===== config.mk =====
export PLATFORM = sky130hd
export DESIGN_NAME = handshake_rx_fifo
export DESIGN_NICKNAME = d
export VERILOG_FILES = /design/src/rtl/handshake_rx_fifo.sv
export SDC_FILE = /design/constraint.sdc
export NUM_CORES = 1
export LEC_CHECK = 0
export CAP_MARGIN = 40
export CORE_ASPECT_RATIO = 1.5
export CORE_MARGIN = 1
export CORE_UTILIZATION = 57
export CTS_BUF_LIST = sky130_fd_sc_hd__clkbuf_4
export CTS_CLUSTER_DIAMETER = 60
export CTS_CLUSTER_SIZE = 14
export DETAILED_ROUTE_END_ITERATION = 10
export GPL_ROUTABILITY_DRIVEN = 0
export GPL_TIMING_DRIVEN = 0
export PLACE_DENSITY = 0.79
export SLEW_MARGIN = 20
export SYNTH_ARGS = -nofsm -noshare
export SYNTH_HDL_FRONTEND = slang
export SYNTH_SLANG_ARGS = --single-unit

===== constraint.sdc =====
create_clock -name sys_clk -period 4.8 [get_ports sys_clk]
set_input_delay 0.96 -clock sys_clk [delete_from_list [all_inputs] [get_ports sys_clk]]
set_output_delay 0.96 -clock sys_clk [all_outputs]
set_load 0.01 [all_outputs]

===== src/rtl/handshake_rx_fifo.sv =====
// Valid/ready receiver that buffers upstream beats in a DEPTH-entry FIFO and
// forwards them downstream; ready may be gated by a periodic window.
module handshake_rx_fifo #(
  parameter int unsigned DATA_W     = 8,
  parameter int unsigned DEPTH      = 8,
  parameter int unsigned READY_MODE = 0,
  parameter int unsigned PERIOD     = 256,
  parameter int unsigned ON_START   = 9,
  parameter int unsigned OFF_START  = 22,
  parameter int unsigned CNT_W      = 16
) (
  input  logic                         sys_clk,
  input  logic                         reset_n,
  input  logic                         soft_clr,
  input  logic                         vaild,
  input  logic [DATA_W-1:0]            master_data,
  output logic                         ready,
  output logic                         out_vaild,
  output logic [DATA_W-1:0]            out_data,
  input  logic                         out_ready,
  output logic [$clog2(DEPTH+1)-1:0]   fill_level,
  output logic [CNT_W-1:0]             rx_count,
  output logic [DATA_W-1:0]            last_data
);

  localparam int unsigned PTR_W = $clog2(DEPTH);
  localparam int unsigned LVL_W = $clog2(DEPTH + 1);
  localparam int unsigned WIN_W = $clog2(PERIOD);

  logic [DATA_W-1:0] mem [DEPTH];
  logic [PTR_W-1:0]  wr_ptr;
  logic [PTR_W-1:0]  rd_ptr;
  logic [WIN_W-1:0]  win_cnt;

  logic              push_c;
  logic              pop_c;
  logic [LVL_W-1:0]  level_next_c;
  logic [WIN_W-1:0]  win_cnt_next_c;
  logic              win_next_c;
  logic              ready_next_c;

  assign push_c   = vaild & ready;
  assign pop_c    = out_vaild & out_ready;
  assign out_data = mem[rd_ptr];

  // Occupancy after this edge, window position after this edge, and the ready it implies
  always_comb begin
    level_next_c   = fill_level;
    win_cnt_next_c = win_cnt + WIN_W'(1);
    case ({push_c, pop_c})
      2'b10:   level_next_c = fill_level + LVL_W'(1);
      2'b01:   level_next_c = fill_level - LVL_W'(1);
      default: level_next_c = fill_level;
    endcase
    if (win_cnt == WIN_W'(PERIOD - 1)) begin
      win_cnt_next_c = '0;
    end
    win_next_c   = (win_cnt_next_c >= WIN_W'(ON_START)) &&
                   (win_cnt_next_c <  WIN_W'(OFF_START));
    ready_next_c = (level_next_c < LVL_W'(DEPTH)) &&
                   ((READY_MODE == 0) || win_next_c);
  end

  // Control state; soft_clr outranks every other update
  always_ff @(posedge sys_clk or negedge reset_n) begin
    if (!reset_n) begin
      ready      <= 1'b0;
      out_vaild  <= 1'b0;
      fill_level <= '0;
      rx_count   <= '0;
      last_data  <= '0;
      win_cnt    <= '0;
      wr_ptr     <= '0;
      rd_ptr     <= '0;
    end else if (soft_clr) begin
      ready      <= 1'b0;
      out_vaild  <= 1'b0;
      fill_level <= '0;
      rx_count   <= '0;
      last_data  <= '0;
      win_cnt    <= '0;
      wr_ptr     <= '0;
      rd_ptr     <= '0;
    end else begin
      ready      <= ready_next_c;
      out_vaild  <= (level_next_c != '0);
      fill_level <= level_next_c;
      win_cnt    <= win_cnt_next_c;
      if (push_c) begin
        wr_ptr    <= wr_ptr + PTR_W'(1);
        rx_count  <= rx_count + CNT_W'(1);
        last_data <= master_data;
      end
      if (pop_c) begin
        rd_ptr <= rd_ptr + PTR_W'(1);
      end
    end
  end

  // Storage needs no reset: contents are only observed while out_vaild is high
  always_ff @(posedge sys_clk) begin
    if (push_c && !soft_clr) begin
      mem[wr_ptr] <= master_data;
    end
  end

endmodule


==> impl_metrics.ini, run 1 <==
[yosys]
synth_area_leaders = edfxtp_1 (46%), dfrtp_1 (22%), mux4_2 (8.7%), nand2_1 (2.7%), nor2_1 (2.5%)
yosys_register_bits = 100
synth_top_area_share_pct = 46.2
syn_nets = 299
yosysSeqAreaShare_pct = 67.8
synth_common_cells = edfxtp_1 (64), dfrtp_1 (36), nand2_1 (30)
async_flop_share_pct = 36.0
ys.flop_type = edfxtp_1
yosys_warnings = 0
syn_inst = 281
netlist_area_um2 = 4160
synth_area_leader_cell = edfxtp_1
synth.most_common_cell = edfxtp_1
syn_avg_cell_area_um2 = 14.8
synth_cell_types = 37
synth-edff-count = 64

[cells_and_area]
fin_nets = 368
final_cell_area_um2 = 4970
drive_above_1_share_pct = 16.1
syn2layout_area_growth_pct = 19.5
fill_cells = 473
diodes = 0

[outcome]
status = finished clean

[setup_path]
timing.rr.start = ready
critical_path.slowest_cell = buf_1
r2r_slack_ps = 2200
worst_r2r_path_depth = 9
worstSetupEndpointType = output pin
required_ps = 3840
crit_fanout = 10
arrival_ps = 2820
worst_r2r_endpoint = out_vaild
critPathLaunchType = register
worstPathCellList = buf_2, buf_1, mux4_2, mux2_2, clkdlybuf4s50_1
worstSetupPathType = reg2out
max_stage_delay_ps = 570

[min_path]
hold_class = in2async

[detailed_routing]
first_iter_violations = 150
dr.pass1.iters = 4
wl_per_cell_um = 19.2
vias_per_cell = 5.87
drtAntennaViolNets = 0
drc = 0
vias = 2540
wirelength_um = 8320

[sta]
rsz0062_at_grt = no
relSlewSlack_pct = 48.4
hold_violations = 0
report.final.slew_viol_count = 0
finalSetupViolations = 0
fin_skew_ps = 21.6
worst_slew_pin_slew_ps = 769
finalSetupTns_ps = 0
min_period_ps = 3780
max_freq_mhz = 265
fin_crit_sh_pct = 78.7

[die]
core_um2 = 6940
die_x_um = 71.8
initial_core_util_pct = 59.9
rows = 37
dieArea_um2 = 7650
die_height_um = 107
ios = 51

[global_route]
grt_pass1_wl_um = 13300
grt_max_degree = 32
overflow = 0
grt_pass1_vias = 2650
grt_usage_pct = 24.0
antenna_found_initial = 0

[clock_tree]
cts.clk_slew.worst_paths_ps = 150
cts_setup_buffers = 0
htreeDepth = 3
cts.path.max_buffers = 2
clock_latency_ps = 450
cts_root_buf = clkbuf_4
cts_tree = built
cts_resized = 0
cts_sinks = 100
cts_inserted_buffers = 9
cts_hold_buffers = 0

[pwr]
ir_drop_mv = 0.213
pwr_density_cell_nw_per_um2 = 351
leakagePower_nw = 1.78

[placed_design]
port_buffers = 50
place_area_um2 = 4820
hpwl_um = 5750

[flow_run]
cap_violations = 0
-- registers in the layout, summed over array words and instances, names as in the netlist --
name and cells:
rx_count 16, ready 1, out_vaild 1, fill_level 4, last_data 8, mem 64
rd_ptr 3, wr_ptr 3
-- metal layers --
layer / track usage [%] / part of all wire (%) / vias up
li1: - / - / 1174
met1: 28.3 / 39 / 1263
met2: 41.9 / 53 / 85
met3: 4.70 / 6.0 / 18
met4: 10.9 / 2.3 / 0
met5: 0 / 0 / -
-- kinds of logic (layout without fill, tap and decap cells) --
group | after synthesis | after routing | synth area share, %
simple gates | 92 | 92 | 10.3
buf+inv | 15 | 89 | 1.68
mux | 25 | 25 | 11.1
fa+ha+maj | 5 | 5 | 1.50
compound gates | 24 | 24 | 3.40
flops | 100 | 100 | 67.8
xor+xnor | 20 | 20 | 4.21
-- power breakdown --
part           internal, mW  switching (mW)
logic                 0.176           0.158
registers             0.950          0.0306
clock network         0.170           0.262
-- worst max path at each step --
stage,from,end,slack [ps],cells past startpoint
finish,rd_ptr[1],out_data[1],1020,5
global route,rd_ptr[1],out_data[1],910,5
CTS,rd_ptr[1],out_data[1],960,5
detailed placement,vaild,out_vaild,1170,10
global placement,vaild,mem[0][7],1160,5
floorplan,vaild,out_vaild,2110,9
-- worst max-delay path: cells and delay by family, from the launching register on --
family	cells	cell delay (ps)
DFF	1	370
muxes	2	700
buffers and inverters	3	1300
-- metrics by stage --
step	hold WS, ps	worst slack, ps	util (%)	total power [mW]	std cells
floorplan	551	2110	-	1.19	281
global placement	513	1160	68.5	1.32	409
detailed placement	523	1170	69.4	1.34	415
CTS	302	964	71.4	1.76	431
global route	318	913	71.6	1.82	433
finish	327	1020	71.6	1.75	433
-- layout by cell type, fill, tap and decap left out, types with 3 or more instances in the layout --
master / count
dfrtp_1: 36
xnor2_1: 10
edfxtp_1: 64
buf_4: 8
nor3_1: 6
clkbuf_4: 11
nor2_1: 28
nand4_1: 3
mux4_2: 16
nand3_1: 7
buf_2: 3
a21oi_1: 15
o21ai_0: 3
clkbuf_1: 4
mux2_2: 8
nand2_1: 30
buf_1: 4
ha_1: 5
xor2_1: 10
or3_1: 4
clkdlybuf4s50_1: 49
inv_1: 3
-- area by class of cell --
class	instances	area, µm²	share of cell area [%]
clock buffers	11	82.6	1.66
multi-input cells	166	1280	25.7
well taps	78	97.6	1.96
clock inverters	5	53.8	1.08
inverters	3	11.3	0.226
plain buffers	12	58.8	1.18
repair buffers	58	568	11.4
flip-flops and latches	100	2820	56.8
No activity file was read; power rests on OpenSTA's default activity.
==> run 2, diff against run 1 <==
--- a/config.mk
+++ b/config.mk
@@ -8,14 +8,14 @@
 export CAP_MARGIN = 40
 export CORE_ASPECT_RATIO = 1.5
 export CORE_MARGIN = 1
-export CORE_UTILIZATION = 57
+export CORE_UTILIZATION = 52
 export CTS_BUF_LIST = sky130_fd_sc_hd__clkbuf_4
 export CTS_CLUSTER_DIAMETER = 60
 export CTS_CLUSTER_SIZE = 14
 export DETAILED_ROUTE_END_ITERATION = 10
 export GPL_ROUTABILITY_DRIVEN = 0
 export GPL_TIMING_DRIVEN = 0
-export PLACE_DENSITY = 0.79
+export PLACE_DENSITY = 0.76
 export SLEW_MARGIN = 20
 export SYNTH_ARGS = -nofsm -noshare
 export SYNTH_HDL_FRONTEND = slang
==> constraint.sdc (replaced) <==
create_clock -name sys_clk -period 3.1 [get_ports sys_clk]
set_input_delay 0.62 -clock sys_clk [delete_from_list [all_inputs] [get_ports sys_clk]]
set_output_delay 0.62 -clock sys_clk [all_outputs]
set_load 0.01 [all_outputs]
==> run 2 against run 1 <==
Compared with the run above: sequential share of layout area decreased by 0.91 points; cell count increased by 6.0%; highest routed layer unchanged; total power increased by 56%; non-clock buffer count increased by 2.
==> impl_metrics.ini, run 2 (synthesis gave the netlist of run 1 again) <==
[clock_tree]
cts.path.max_buffers = 2
cts.clk_slew.worst_paths_ps = 140
cts_inserted_buffers = 9
cts_tree = built
clock_latency_ps = 460
htreeDepth = 3
cts_root_buf = clkbuf_4
cts_sinks = 100

[die]
die_x_um = 75.0
die_height_um = 112
ios = 51
core_um2 = 7660
rows = 39
initial_core_util_pct = 54.3
dieArea_um2 = 8370

[placed_design]
port_buffers = 50
place_ws_ps = -157
hpwl_um = 5650

[detailed_routing]
drtAntennaViolNets = 0
wl_per_cell_um = 18.1
dr.pass1.iters = 4
vias_per_cell = 5.51
wirelength_um = 8320
first_iter_violations = 174
drc = 0
vias = 2530

[pwr]
seq_power_share_pct = 56.0
internal_power_mw = 2.01
clockPowerShare_pct = 24.4
switching_share_pct = 26.1
leakagePower_nw = 1.86
pwr-share-comb_pct = 19.6
pwr_density_cell_nw_per_um2 = 537
ir_drop_mv = 0.330
switchingPower_mw = 0.708

[sta]
max_freq_mhz = 330
hold_slack_ps = 533
hold_violations = 0
finalSetupViolations = 0
timing.final.ws_setup_ps = 71.7
finalSetupTns_ps = 0
fin_crit_sh_pct = 97.7
rsz0062_at_grt = no
min_period_ps = 3030
fin_skew_ps = 9.12
report.final.slew_viol_count = 0
relSlewSlack_pct = 47.5
worst_slew_pin_slew_ps = 784

[cells_and_area]
fin_nets = 370
largest_register_ffs = 64
fill_cells = 578
largestRegisters = mem x64, rx_count x16, last_data x8
syn2layout_area_growth_pct = 21.5
top_register = mem
mostFrequentLayoutCell = edfxtp_1
final_cell_mix = edfxtp_1 (64), clkdlybuf4s50_1 (43), dfrtp_1 (36), nand2_1 (30), nor2_1 (28)
multi_input_area_um2 = 1280
drive_above_1_share_pct = 16.5
seq_area_um2 = 2820
diodes = 0

[min_path]
hold_class = reg2reg

[global_route]
antenna_found_initial = 0
overflow = 0
grt_usage_pct = 22.1
grt_pass1_wl_um = 13200
grt_max_degree = 29
grt_pass1_vias = 2617

[setup_path]
worstSetupEndpointType = output pin
required_ps = 2480
r2r_slack_ps = 530
critPathLaunchType = register
crit_fanout = 10
arrival_ps = 2410
worstSetupPathType = reg2out

[flow_run]
cap_violations = 0

[outcome]
status = finished clean
[run 2: stage by stage]
step	std cells	cell area, µm²	utilization (%)	total power, mW
6_report	459	5050	66.0	2.72
3_5_place_dp	434	4810	62.8	2.07
2_1_floorplan	281	4160	-	1.85
3_3_place_gp	433	4790	62.5	2.05
4_1_cts	453	4990	65.1	2.74
5_1_grt	459	5050	66.0	2.83
[run 2: worst paths after layout]
check | startpoint | endpoint | depth (start not counted)
min in group asynchronous | reset_n | rx_count[5] | 2
worst min-delay path | last_data[0] | last_data[0] | 2
worst max register to register | ready | out_vaild | 9
worst max-delay path | rd_ptr[0] | out_data[0] | 5
max in group asynchronous | reset_n | fill_level[1] | 3
worst min register to register | last_data[0] | last_data[0] | 2
[run 2: area by class of cell]
| cell class | instances | area share [%] |
|---|---|---|
| flip-flops and latches | 100 | 55.9 |
| clock inverters | 6 | 1.09 |
| inverters | 3 | 0.223 |
| well taps | 102 | 2.53 |
| clock buffers | 10 | 1.49 |
| repair buffers | 60 | 11.9 |
| plain buffers | 12 | 1.66 |
| multi-input cells | 166 | 25.3 |
[run 2: metal layers]
metal	GRT usage, %	part of all wire (%)	vias up
met4	10.4	2.5	0
met5	0	0	-
met2	37.1	54	58
li1	-	-	1179
met1	26.2	40	1275
met3	4.80	3.4	18
[run 2: worst max-delay path, stage by stage (launching register included)]
cell and delay (ps):
dfrtp_1 430, buf_8 130, buf_12 150, mux4_2 490, mux2_2 270, clkdlybuf4s50_1 470
[run 2: power by group through the flow]
stage	Sequential, mW	Combinational (mW)	Clock [mW]
floorplan	1.55	0.294	0
global placement	1.55	0.504	0
detailed placement	1.55	0.518	0
CTS	1.52	0.547	0.671
global route	1.53	0.584	0.718
finish	1.52	0.533	0.662
[run 2: what timing repair did]
item,in CTS,in global routing
hold buffers,1,0
endpoints found under the setup margin,8,8
resized for setup,7,7
hold endpoints to repair,8,0
setup buffers,2,0
==> run 3, diff against run 2 <==
--- a/config.mk
+++ b/config.mk
@@ -16,6 +16,7 @@
 export GPL_ROUTABILITY_DRIVEN = 0
 export GPL_TIMING_DRIVEN = 0
 export PLACE_DENSITY = 0.76
+export SKIP_CTS_REPAIR_TIMING = 1
 export SLEW_MARGIN = 20
 export SYNTH_ARGS = -nofsm -noshare
 export SYNTH_HDL_FRONTEND = slang
==> run 3 against run 2 <==
Compared with the run above: clock power about the same; combinational power grew 2%; critical path depth did not move; non-clock buffer count increased by 1; register-to-register slack is essentially flat; global-route usage fell by 0.11 points; routed wire length up 0.48%; largest power group unchanged; cell count grew 0.22%; worst hold slack gained 0.74 ps; via count grew 0.28%; sequential power about the same.
==> impl_metrics.ini, run 3 (synthesis gave the netlist of run 1 again) <==
[detailed_routing]
drc = 0
wirelength_um = 8360
vias = 2537
drtAntennaViolNets = 0
wl_per_cell_um = 18.2
vias_per_cell = 5.52
first_iter_violations = 213
dr.pass1.iters = 4

[clock_tree]
cts.clk_slew.worst_paths_ps = 140
cts_inserted_buffers = 9
cts.path.max_buffers = 2
cts_root_buf = clkbuf_4
clock_latency_ps = 460
cts_tree = built
cts_sinks = 100
htreeDepth = 3

[sta]
finalSetupTns_ps = 0
timing.final.ws_setup_ps = 324
fin_crit_sh_pct = 89.5
finalSetupViolations = 0
min_period_ps = 2780
rsz0062_at_grt = no
fin_skew_ps = 10.3
relSlewSlack_pct = 47.8
max_freq_mhz = 360
report.final.slew_viol_count = 0
worst_slew_pin_slew_ps = 778
hold_violations = 0

[pwr]
power_mw = 2.73
pwr_density_cell_nw_per_um2 = 537
leakagePower_nw = 1.88
ir_drop_mv = 0.330

[die]
dieArea_um2 = 8370
rows = 39
core_um2 = 7660
initial_core_util_pct = 54.3
die_height_um = 112
ios = 51
die_x_um = 75.0

[placed_design]
hpwl_um = 5650
dp.cells = 434
port_buffers = 50
place_area_um2 = 4810
place_ws_ps = -157

[outcome]
status = finished clean

[global_route]
grtUsageMet2_pct = 36.8
grt_max_degree = 29
grtUsageMet1_pct = 26.1
antenna_found_initial = 0
overflow = 0
grt_pass1_wl_um = 13200
grtUsageMet3_pct = 5.07
grt_pass1_vias = 2605
grt_usage_pct = 21.9
busiest_layer = met2

[flow_run]
cap_violations = 0

[cells_and_area]
mostFrequentLayoutCell = edfxtp_1
layout.cells.non_filler = 460
drive_above_1_share_pct = 16.8
final_cell_area_um2 = 5080
diodes = 0
final_cell_mix = edfxtp_1 (64), clkdlybuf4s50_1 (41), dfrtp_1 (36), nand2_1 (30), nor2_1 (28)
fin_nets = 371
syn2layout_area_growth_pct = 22.1
top_register = mem
largest_register_ffs = 64
largestRegisters = mem x64, rx_count x16, last_data x8

[setup_path]
required_ps = 2480
worst_r2r_path_depth = 9
arrival_ps = 2160
worstSetupEndpointType = output pin
critPathLaunchType = register
worstSetupPathType = reg2out
crit_fanout = 10

[min_path]
hold_class = reg2reg
min_path_cells = 2
==> run 3: cell count changes in the layout (fill, tap and decap cells not counted), sizes merged <==
cell           change
clkdlybuf4s50      -2
buf                +1
dlymetal6s2s       +2
==> run 3: area by class of cell <==
| class | count | area, µm² |
|---|---|---|
| inverters | 3 | 11.3 |
| multi-input cells | 166 | 1280 |
| plain buffers | 12 | 83.8 |
| flip-flops and latches | 100 | 2820 |
| clock inverters | 6 | 55.1 |
| well taps | 102 | 128 |
| repair buffers | 61 | 626 |
| clock buffers | 10 | 75.1 |
| fillers | 573 | 2580 |
==> run 3: final timing paths <==
path                               from             to  slack [ps]
setup / recovery              rd_ptr[0]    out_data[1]         320
hold / removal             last_data[0]   last_data[0]         530
setup reg to reg                  ready      out_vaild         520
hold reg to reg            last_data[0]   last_data[0]         530
max in group asynchronous       reset_n  fill_level[1]        2140
min in group asynchronous       reset_n    rx_count[5]         540
==> run 3: power by group <==
part	internal [mW]	switching [mW]
Clock	0.248	0.413
Sequential	1.47	0.0488
Combinational	0.299	0.247
==> run 3: critical path, stage by stage (launching register included) <==
cell and delay [ps]:
dfrtp_1 420, buf_8 150, buf_12 150, mux4_2 510, mux2_2 280, dlymetal6s2s_1 170
==> run 3: through the flow <==
step / hold slack (ps) / utilization (%)
2_1_floorplan: 324 / -
3_3_place_gp: 513 / 62.5
3_5_place_dp: 492 / 62.8
4_1_cts: -20.1 / 64.5
5_1_grt: 524 / 66.3
6_report: 534 / 66.3
==> run 3: layer usage <==
layer	share of wire (%)	wire (µm)	vias up
met5	0	0	-
met4	1.6	136	0
met3	4.0	331	11
met2	54	4550	71
met1	40	3340	1276
li1	-	-	1179
